## src/rtl/fpnew_fma_out_stage.sv

```systemverilog
// fpnew_fma_out_stage
//
// Elastic output pipeline for the FMA unit. The FMA result, its exception
// flags and an opaque operation tag travel through NumPipeRegs register stages
// with valid/ready handshaking. At the output the format-width result is
// NaN-boxed (upper bits set to one) into the full Width-bit datapath.
//
// FpFormat uses the fpnew fp_format_e encoding:
//   0 = FP32, 1 = FP64, 2 = FP16, 3 = FP8, 4 = FP16ALT
//
// Ports:
//   clk_i, rst_ni       clock, asynchronous active-low reset
//   flush_i             synchronous flush, kills every in-flight op
//   in_valid_i/in_ready_o  upstream handshake (from the FMA)
//   result_i, status_i, tag_i  FMA result, {NV,DZ,OF,UF,NX} flags, tag
//   out_valid_o/out_ready_i  downstream handshake
//   result_o, status_o, tag_o  NaN-boxed result, flags, tag of the output op
//   busy_o              some stage holds a valid op
module fpnew_fma_out_stage #(
    parameter logic [2:0]  FpFormat    = 3'd0,
    parameter int unsigned Width       = 64,
    parameter int unsigned NumPipeRegs = 2,
    parameter int unsigned TagWidth    = 4,
    localparam int unsigned FpWidth    = (FpFormat == 3'd1) ? 64 :
                                         (FpFormat == 3'd2) ? 16 :
                                         (FpFormat == 3'd3) ? 8  :
                                         (FpFormat == 3'd4) ? 16 : 32
) (
    input  logic                clk_i,
    input  logic                rst_ni,
    input  logic                flush_i,
    input  logic                in_valid_i,
    output logic                in_ready_o,
    input  logic [FpWidth-1:0]  result_i,
    input  logic [4:0]          status_i,
    input  logic [TagWidth-1:0] tag_i,
    output logic                out_valid_o,
    input  logic                out_ready_i,
    output logic [Width-1:0]    result_o,
    output logic [4:0]          status_o,
    output logic [TagWidth-1:0] tag_o,
    output logic                busy_o
);

    localparam int unsigned PadWidth = (Width > FpWidth) ? Width - FpWidth : 0;

    if (Width < FpWidth) begin : gen_width_err
        $error("fpnew_fma_out_stage: Width is smaller than the format width");
    end

    // Result of the op currently presented at the output, before NaN-boxing.
    logic [FpWidth-1:0] last_result;

    if (PadWidth > 0) begin : gen_nan_box
        assign result_o = {{PadWidth{1'b1}}, last_result};
    end else begin : gen_no_box
        assign result_o = last_result;
    end

    if (NumPipeRegs == 0) begin : gen_passthrough
        assign out_valid_o = in_valid_i;
        assign in_ready_o  = out_ready_i;
        assign last_result = result_i;
        assign status_o    = status_i;
        assign tag_o       = tag_i;
        assign busy_o      = 1'b0;

        logic unused_passthrough;
        assign unused_passthrough = ^{clk_i, rst_ni, flush_i};
    end else begin : gen_pipe
        localparam int unsigned N = NumPipeRegs;

        logic [N-1:0]               valid_q, valid_d;
        logic [N-1:0]               ready;
        logic [N-1:0]               load;
        logic [N-1:0][FpWidth-1:0]  result_q;
        logic [N-1:0][4:0]          status_q;
        logic [N-1:0][TagWidth-1:0] tag_q;

        // Entry i of each chain is what stage i loads from: the module inputs
        // for stage 0, the previous stage otherwise. Entry N is never loaded.
        logic [N:0]                 chain_valid;
        logic [N:0][FpWidth-1:0]    chain_result;
        logic [N:0][4:0]            chain_status;
        logic [N:0][TagWidth-1:0]   chain_tag;

        assign chain_valid  = {valid_q, in_valid_i};
        assign chain_result = {result_q, result_i};
        assign chain_status = {status_q, status_i};
        assign chain_tag    = {tag_q, tag_i};

        logic unused_chain;
        assign unused_chain = ^{chain_valid[N], chain_result[N], chain_status[N], chain_tag[N]};

        // ready[i] = ~valid_q[i] | ready[i+1], unrolled as "some stage from i to
        // the output is empty, or the output is draining" to avoid a
        // self-referencing combinational vector.
        always_comb begin
            logic tail_full;
            tail_full = 1'b1;
            ready     = '0;
            for (int i = int'(N) - 1; i >= 0; i--) begin
                tail_full = tail_full & valid_q[i];
                ready[i]  = out_ready_i | ~tail_full;
            end
        end

        always_comb begin
            valid_d = valid_q;
            load    = '0;
            for (int i = 0; i < int'(N); i++) begin
                load[i] = chain_valid[i] & ready[i];
                if (flush_i) begin
                    valid_d[i] = 1'b0;
                end else if (ready[i]) begin
                    valid_d[i] = chain_valid[i];
                end
            end
        end

        always_ff @(posedge clk_i or negedge rst_ni) begin
            if (!rst_ni) begin
                valid_q  <= '0;
                result_q <= '0;
                status_q <= '0;
                tag_q    <= '0;
            end else begin
                valid_q <= valid_d;
                for (int i = 0; i < int'(N); i++) begin
                    if (load[i]) begin
                        result_q[i] <= chain_result[i];
                        status_q[i] <= chain_status[i];
                        tag_q[i]    <= chain_tag[i];
                    end
                end
            end
        end

        assign in_ready_o  = ready[0];
        assign out_valid_o = valid_q[N-1];
        assign last_result = result_q[N-1];
        assign status_o    = status_q[N-1];
        assign tag_o       = tag_q[N-1];
        assign busy_o      = |valid_q;
    end

endmodule
```

## config.mk

```make
export PLATFORM = sky130hd
export DESIGN_NAME = fpnew_fma_out_stage
export DESIGN_NICKNAME = d
export VERILOG_FILES = /design/src/rtl/fpnew_fma_out_stage.sv
export SDC_FILE = /design/constraint.sdc
export NUM_CORES = 1
export LEC_CHECK = 0
export CORE_MARGIN = 3
export CORE_UTILIZATION = 25
export DETAILED_ROUTE_END_ITERATION = 12
export GPL_TIMING_DRIVEN = 0
export SYNTH_ARGS = -nofsm -noshare
export SYNTH_HDL_FRONTEND = slang
export SYNTH_SLANG_ARGS = --single-unit
```

## constraint.sdc

```tcl
create_clock -name clk_i -period 1.85 [get_ports clk_i]
set_clock_uncertainty 0.1 [all_clocks]
set_input_delay 0.185 -clock clk_i [delete_from_list [all_inputs] [get_ports clk_i]]
set_output_delay 0.185 -clock clk_i [all_outputs]
set_load 0.05 [all_outputs]
```

==> results.json <==
{
  "htreeDepth": 3,
  "insertion_delay_ns": 0.34,
  "ios": 122,
  "grt_util_met2_pct": 14.3,
  "netlist_area_mm2": 0.00389,
  "die_h_um": 131,
  "path_cells": "nand3b_4 > dlygate4sd2_1",
  "cellPowerDensity_mw_per_mm2": 1150,
  "cts_sinks": 84,
  "ir_worst_vdd_mv": 0.490,
  "power.leakage_uw": 0.00261,
  "layout.nets": 436,
  "grt_antenna_before_repair": 0,
  "cp.required_ns": 1.56,
  "postRouteAntennaNets": 0,
  "cts_buffers": 9,
  "crit_family": "buffers and inverters",
  "io_buffers": 89,
  "gr-max-usage-layer": "met2",
  "postSynthCellCount": 257,
  "cp-end-kind": "output port",
  "rows": 44,
  "period_share_pct": 93.6,
  "grt_pass1_wl_um": 11700,
  "core_area_mm2": 0.0149,
  "status": "finished clean",
  "critPathLaunchType": "register",
  "placed_cell_area_mm2": 0.00517,
  "cts-root-buf": "clkbuf_16",
  "die-area_mm2": 0.0171,
  "setup_tns_ns": 0,
  "max_cap_viol_count": 0,
  "initial_utilization_pct": 26.2,
  "avgSynthCellArea_um2": 15.2,
  "total_power_uw": 6240,
  "tightest_slew_ns": 0.547,
  "overflow": 0,
  "ctsLongestPathBuffers": 2,
  "grt_util_met3_pct": 3.54,
  "dr.pass1.iters": 2,
  "fin_cells": 579,
  "hold_class": "input pin to async pin",
  "hold_viol_final": 0,
  "critPathKind": "register to output port",
  "fmaxAchievable_ghz": 0.578,
  "relSlewSlack_pct": 63.7,
  "area_growth_pct": 39.4,
  "grt_usage_pct": 9.15,
  "n_antenna_cell": 0,
  "slowest_delay_ns": 0.55,
  "nFillCells": 1474,
  "avgRoutedWirePerCell_um": 13.1,
  "dp.final_hpwl_um": 5480,
  "yosys_register_bits": 84,
  "path_buf_inv": 1,
  "slowest_stage": "dlygate4sd2_1",
  "rsz0062_at_grt": "false",
  "yosys_warnings": 0,
  "wl_um": 7570,
  "final_layout_size_suffix_gt1_share_pct": 44.6,
  "stdcell_area_mm2": 0.00543,
  "arrival_ns": 1.45,
  "ys_seq_area_share_pct": 54.0,
  "grt_max_degree": 48,
  "period_minus_slack_ns": 1.73,
  "drc": 0,
  "gp_congestion": 0.671,
  "path_max_fanout": 4,
  "clk_pin_slew_ns": 0.07,
  "initialDrtViolationCount": 47,
  "drv_slew": 0,
  "grt_pass1_vias": 2262,
  "setup_viol": 0,
  "dp_cells": 562,
  "yosys.cell_types.count": 14,
  "cts_tree": "done",
  "num_vias": 2174,
  "avgViaCountPerCell": 3.75,
  "use_met1_pct": 10.9,
  "die_x_um": 131
}
[timing repair]
action / CTS / global route
setup buffers: 0 / 0
hold endpoints to repair: 37 / 0
gates resized for setup: 44 / 2
hold buffers: 1 / 0
endpoints found under the setup margin: 44 / 1
[state kept, by name (all words and copies together) (netlist names)]
register / count
gen_pipe.valid_q: 2
status_o: 5
gen_pipe.chain_result: 32
gen_pipe.chain_tag: 4
last_result: 32
gen_pipe.chain_status: 5
tag_o: 4
[per-layer routing]
metal | vias to the layer above | wire, um
li1 | 1024 | -
met1 | 1055 | 3240
met2 | 83 | 3560
met3 | 12 | 620
met4 | 0 | 147
met5 | - | 0
[cell usage in the layout, fill, tap and decap left out]
| cell type | synthesis | final |
|---|---|---|
| dfrtp_1 | 84 | 83 |
| buf_4 | 77 | 78 |
| clkdlybuf4s50_1 | 0 | 44 |
| dlygate4sd2_1 | 0 | 43 |
| mux2_4 | 40 | 40 |
| mux2_2 | 32 | 32 |
| conb_1 | 1 | 32 |
| mux2_1 | 10 | 10 |
| clkbuf_16 | 0 | 9 |
| buf_12 | 4 | 4 |
| inv_1 | 2 | 2 |
| a21oi_1 | 2 | 2 |
| clkinvlp_4 | 0 | 2 |
| inv_6 | 0 | 2 |
| nand3b_4 | 0 | 1 |
| or2_2 | 1 | 1 |
| nand2_4 | 1 | 1 |
| nand2b_1 | 1 | 1 |
| nand2_1 | 1 | 1 |
| clkinv_4 | 0 | 1 |
| clkbuf_8 | 0 | 1 |
| bufinv_16 | 0 | 1 |
| dfrtp_2 | 0 | 1 |
| dlygate4sd3_1 | 0 | 1 |
| buf_16 | 0 | 1 |
| clkbuf_2 | 0 | 1 |
[cells in the mapped netlist]
cell      instances  area (um^2)
dfrtp_1          84         2100
buf_4            77          578
mux2_4           40          601
mux2_2           32          360
mux2_1           10          113
buf_12            4         80.1
a21oi_1           2         10.0
inv_1             2         7.51
conb_1            1         3.75
nand2_1           1         3.75
nand2_4           1         11.3
nand2b_1          1         6.26
nand3b_2          1         11.3
or2_2             1         6.26
[final timing paths]
| path | to | cells after the start | from | slack, ns |
|---|---|---|---|---|
| hold / removal | gen_pipe.chain_result[57] | 2 | rst_ni | 0.25 |
| setup reg to reg | last_result[9] | 4 | gen_pipe.valid_q[1] | 0.35 |
| min in group clk_i | gen_pipe.valid_q[1] | 2 | flush_i | 0.32 |
| setup / recovery | in_ready_o | 2 | gen_pipe.valid_q[0] | 0.12 |
| hold reg to reg | last_result[14] | 1 | last_result[14] | 0.39 |
| max in group asynchronous | gen_pipe.valid_q[1] | 3 | rst_ni | 0.79 |
[report_power, final]
part,switching (uW),internal [uW]
sequential,154,2140
clock,757,1090
combinational,1220,878
total,2130,4110
[cells by family after synthesis]
group	share of synthesized area, %
flops	54.0
buf+inv	17.1
simple gates	0.996
compound gates	0.257
mux	27.6
other cells	0.0963
[per-stage QoR]
stage | hold WS (ns) | util, % | worst slack (ns)
2_1_floorplan | -0.211 | - | 0.181
3_3_place_gp | 0.365 | 34.6 | -2.78
3_5_place_dp | 0.0945 | 34.8 | -0.0816
4_1_cts | 0.258 | 36.5 | 0.00969
5_1_grt | 0.296 | 36.5 | 0.0632
6_report | 0.250 | 36.5 | 0.119
[cell type report]
type	count	area (um^2)	share of cell area (%)
Clock inverter	6	71.3	1.31
Multi-Input combinational cell	121	1250	23.1
Inverter	2	7.51	0.138
Sequential cell	84	2100	38.8
Buffer	81	658	12.1
Tap cell	184	230	4.24
Timing Repair Buffer	91	867	16.0
Clock buffer	10	239	4.40
Note: power is estimated with default switching activity, not from simulation.
==> edit 1, RTL diff (same settings) <==
Reset style: synchronous (`rst_ni`), changed in one clocked block. Comments in the files are not updated.
--- a/src/rtl/fpnew_fma_out_stage.sv
+++ b/src/rtl/fpnew_fma_out_stage.sv
@@ -120,3 +120,3 @@
 
-        always_ff @(posedge clk_i or negedge rst_ni) begin
+        always_ff @(posedge clk_i) begin
             if (!rst_ni) begin
Formal check against the unedited RTL: differs if rst_ni is asserted again (counterexample within 4 cycles, from zero or initial values and one cycle with rst_ni low); with rst_ni held inactive, the same outputs for 10 cycles.
==> edit 1 against the unedited design <==
Critical path depth did not move. Setup slack got worse by 0.083 ns. Via count rose by 46%. Utilization fell by 0.26 points. Highest routed layer unchanged. Sequential cell count did not move. Cell area fell by 1.1%. Routed wire length rose by 31%. Area after synthesis fell by 0.77%.
Power is not compared: it rests on default switching activity, and its combinational part moved more than twofold at a synthesized area within 25%.
==> edit 1: results (changes against the unedited design) <==
| Metric | Value |
|---|---|
| Largest net degree at the start of global routing | `13 (-73%)` |
| GRT Util Overall | `11.7% (+2.6 points)` |
| Adder-cell share of the synthesized area | `0% (unchanged)` |
| DRT Pass-1 Iters | `4 (+2)` |
| Post-synth top cells | `dfxtp_1 (84), nand2_1 (83), buf_4 (73)` |
| WL/cell | `12.9 um (-1.7%)` |
| R2r startpoint | `gen_pipe.valid_q[1]` |
| Worst skew pair latency | `0.33 ns` |
| Synth async-reset ratio | `0% (-100 points)` |
| Hold Crit Endpoint | `gen_pipe.chain_result[45]` |
| Initial antenna violation count | `0 (unchanged)` |
| Max transition margin | `64.8% (+1.1 points)` |
| Mux contribution to synthesized area | `10.6% (-17 points)` |
| WP data arrival | `1.53 ns (+0.08 ns)` |
| PortBufs | `89 (unchanged)` |
| Hold Path Class | `input pin to flop` |
| Worst reg2reg path depth | `5 (+1)` |
| Run status | `complete, no violations` |
| Final GP Congestion | `0.755 (+13%)` |
| DR vias/cell | `4.12 (+9.8%)` |
| Netlist cell types | `21 (+7)` |
| CTS root buffer | `clkbuf_16` |
| # nets final | `629 (+44%)` |
| Vias in the first global route | `3,208 (+42%)` |
| 1st-iter DRT viols | `162 (+240%)` |
| Synth Area in Compound Gates | `11.2% (+11 points)` |
| Sequential area share after synthesis | `43.5% (-10 points)` |
| Synth Flop Type | `dfxtp_1` |
| Reg-to-reg slack, setup | `0.32 ns (-0.03 ns)` |
| Worst r2r dst | `last_result[17]` |
| HPWL reported at the end of detailed placement | `7.76 mm (+41%)` |
| Filler cell count | `1,500 (+1.8%)` |
| Largest fanout on the critical path | `2 (-2)` |
| Synth area leaders | `dfxtp_1 (44%), buf_4 (14%), mux2i_1 (11%)` |
| Share of layout cells above drive strength 1 | `18.2% (-26 points)` |
| Placed Area | `5100 um2 (-1.3%)` |
| First-pass GRT wire length | `15.5 mm (+32%)` |
-- edit 1: cell count changes after synthesis, sizes merged, moves of 9 or more --
cell,change
a21oi,+41
buf,+9
clkbuf,+19
dfrtp,-84
dfxtp,+84
mux2,-82
mux2i,+41
nand2,+81
nand3,+41
o21ai,+41
-- edit 1: area by class of cell --
cell class	instances	share of cell area, %
inverters	2	0.140
flip-flops and latches	84	31.3
plain buffers	109	14.4
clock buffers	13	4.85
well taps	184	4.29
repair buffers	90	16.5
clock inverters	2	0.186
multi-input cells	287	28.2
-- edit 1: repair_timing --
item                       in CTS  in global routing
buffers inserted                0                  1
setup endpoints to repair      31                 11
resized for setup              33                 12
-- edit 1: how the worst max path moves through the flow --
stage              endpoint           startpoint  slack, ns
2_1_floorplan    in_ready_o  gen_pipe.valid_q[1]       0.15
3_3_place_gp     in_ready_o          out_ready_i      -0.40
3_5_place_dp     in_ready_o          out_ready_i      -0.42
4_1_cts          in_ready_o  gen_pipe.valid_q[1]      -0.14
5_1_grt          in_ready_o  gen_pipe.valid_q[1]      0.001
6_report       result_o[10]      last_result[10]       0.04
-- edit 1: layer usage --
layer  track usage, %  up-vias  routed length (um)
met2             21.2       72                5120
li1                 -     1658                   -
met3             1.96       11                 391
met4             5.26        0                 172
met1             13.5     1438                4230
met5                0        -                   0
-- edit 1: stage by stage --
step	std cells	setup slack [ns]	TNS [ns]	hold WS [ns]	power (uW)
floorplan	482	0.152	0	0.202	2420
global placement	755	-0.405	-0.405	0.343	2600
detailed placement	755	-0.417	-0.624	0.349	2610
CTS	770	-0.137	-0.137	0.298	4250
global route	771	0.00124	0	0.329	4360
finish	771	0.0368	0	0.311	4200
-- edit 1: worst max-delay path, stage by stage, from the launching register on --
cell and delay, ns:
dfxtp_1 0.32, buf_4 0.10, clkdlybuf4s50_1 0.79
-- edit 1: power by group --
group	internal [uW]	switching, uW	total (uW)	leakage, uW
Clock	971	661	1630	0.000135
Sequential	1880	38.6	1920	0.000686
Combinational	261	383	644	0.00171
-- edit 1: cell families (layout without fill, tap and decap cells) --
kind of cell / count (synthesis) / count (layout)
buf+inv: 111 / 216
compound gates: 85 / 85
simple gates: 129 / 129
mux: 41 / 41
other cells: 1 / 32
flops: 84 / 84
==> edit 2, RTL diff (same flow settings) <==
Without the edit above. `TagWidth`: 4 -> 6.
--- a/src/rtl/fpnew_fma_out_stage.sv
+++ b/src/rtl/fpnew_fma_out_stage.sv
@@ -22,3 +22,3 @@
     parameter int unsigned NumPipeRegs = 2,
-    parameter int unsigned TagWidth    = 4,
+    parameter int unsigned TagWidth    = 6,
     localparam int unsigned FpWidth    = (FpFormat == 3'd1) ? 64 :
Interface: changed (resized tag_i and tag_o); port bits go from 122 to 126. The function was not compared with the original's and may differ.
==> edit 2 against the unedited design <==
Total power is 2.5% higher. Critical endpoint unchanged. Largest power group unchanged. Worst hold slack improved by 0.027 ns. Synthesized cell count up 3.9%. Setup slack improved by 0.017 ns. Cell area rose by 3.5%. Area after synthesis is 3.7% higher. Routed wire length decreased by 1.4%. Sequential cell count increased by 4.
==> edit 2: results (changes against the unedited design) <==
| Metric | Value |
|---|---|
| Run status | `complete, no violations` |
| HPWL reported at the end of detailed placement | `5.39 mm (-1.7%)` |
| Reg-to-reg slack, setup | `0.37 ns (+0.02 ns)` |
| Vias in the first global route | `2,431 (+7.5%)` |
| First-pass GRT wire length | `12.6 mm (+7.2%)` |
| Met1 GRT Util | `11.5% (+0.59 points)` |
| Largest net degree at the start of global routing | `47 (-2.1%)` |
| Sequential area share after synthesis | `54.6% (+0.57 points)` |
| 1st-iter DRT viols | `38 (-19%)` |
| DRT Pass-1 Iters | `4 (+2)` |
| Static leakage | `0.00271 uW (+3.9%)` |
| # nets final | `452 (+3.7%)` |
| Met2 WL | `3.39 mm (-4.9%)` |
| WL/cell | `12.1 um (-7.7%)` |
| PortBufs | `93 (+4.5%)` |
| Sw frac | `33.2% (-0.87 points)` |
| Met3 usage | `4.11% (+0.57 points)` |
| DR vias/cell | `3.65 (-2.7%)` |
| Power Combinational | `2210 uW (+6%)` |
| Synth area leaders | `dfrtp_1 (55%), mux2_4 (15%), buf_4 (14%)` |
| Final GP Congestion | `0.658 (-1.9%)` |
| R2r startpoint | `gen_pipe.valid_q[0]` |
| Placed Area | `5380 um2 (+4.2%)` |
| Sequential power share | `37.9% (+1.1 points)` |
| WP data arrival | `1.43 ns (-0.02 ns)` |
| Worst r2r dst | `gen_pipe.chain_result[32]` |
| Share of layout cells above drive strength 1 | `36.8% (-7.8 points)` |
| Met3 Wirelength | `626 um (+0.97%)` |
| Largest stage delay, worst path | `0.53 ns (-0.02 ns)` |
| VDD IR max | `0.485 mV (-1.0%)` |
| GR Layer Usage met2 | `13.5% (-0.83 points)` |
[edit 2: through the flow]
stage / hold slack [ns] / std cells / setup WS [ns] / total power (uW) / util [%]
4_1_cts: 0.283 / 619 / 0.0292 / 6530 / 36.3
3_5_place_dp: 0.128 / 603 / -0.0595 / 4860 / 34.8
3_3_place_gp: 0.370 / 602 / -3.04 / 4820 / 34.6
2_1_floorplan: -0.211 / 298 / 0.188 / 4170 / -
5_1_grt: 0.297 / 619 / 0.0718 / 6740 / 36.3
6_report: 0.277 / 619 / 0.136 / 6390 / 36.3
[edit 2: worst max path at each step]
| stage | from | end |
|---|---|---|
| 5_1_grt | gen_pipe.valid_q[0] | in_ready_o |
| 3_3_place_gp | rst_ni | gen_pipe.valid_q[1] |
| 2_1_floorplan | gen_pipe.valid_q[1] | gen_pipe.chain_result[32] |
| 3_5_place_dp | out_ready_i | in_ready_o |
| 4_1_cts | gen_pipe.valid_q[0] | busy_o |
| 6_report | gen_pipe.valid_q[0] | in_ready_o |
[edit 2: repair_timing]
action                                 CTS  global route
setup buffers                            0             0
gates resized for setup                 46             2
endpoints found under the hold margin   42             0
setup endpoints to repair               46             1
hold buffers                             1             0
[edit 2: layout make-up]
type,count,area (um2)
fill,1529,9860
sequential,88,2200
tap,211,264
timing repair buffer,95,905
inverter,2,7.51
buffer,83,653
clock inverter,3,42.5
multi-input combinational,125,1300
clock buffer,12,246
[edit 2: worst max-delay path: cells and delay by family, from the launching register on]
family | cells | cell delay (ns)
buf+inv | 1 | 0.53
flops | 1 | 0.44
simple gates | 1 | 0.12
[edit 2: cells by family after synthesis]
logic type,count (synthesis),share of synthesized area [%]
other,1,0.0929
multiplexers,86,27.7
AND/OR/NAND/NOR,5,1.02
AO/OA/AOI/OAI,2,0.248
flip-flops,88,54.6
buffers and inverters,85,16.4
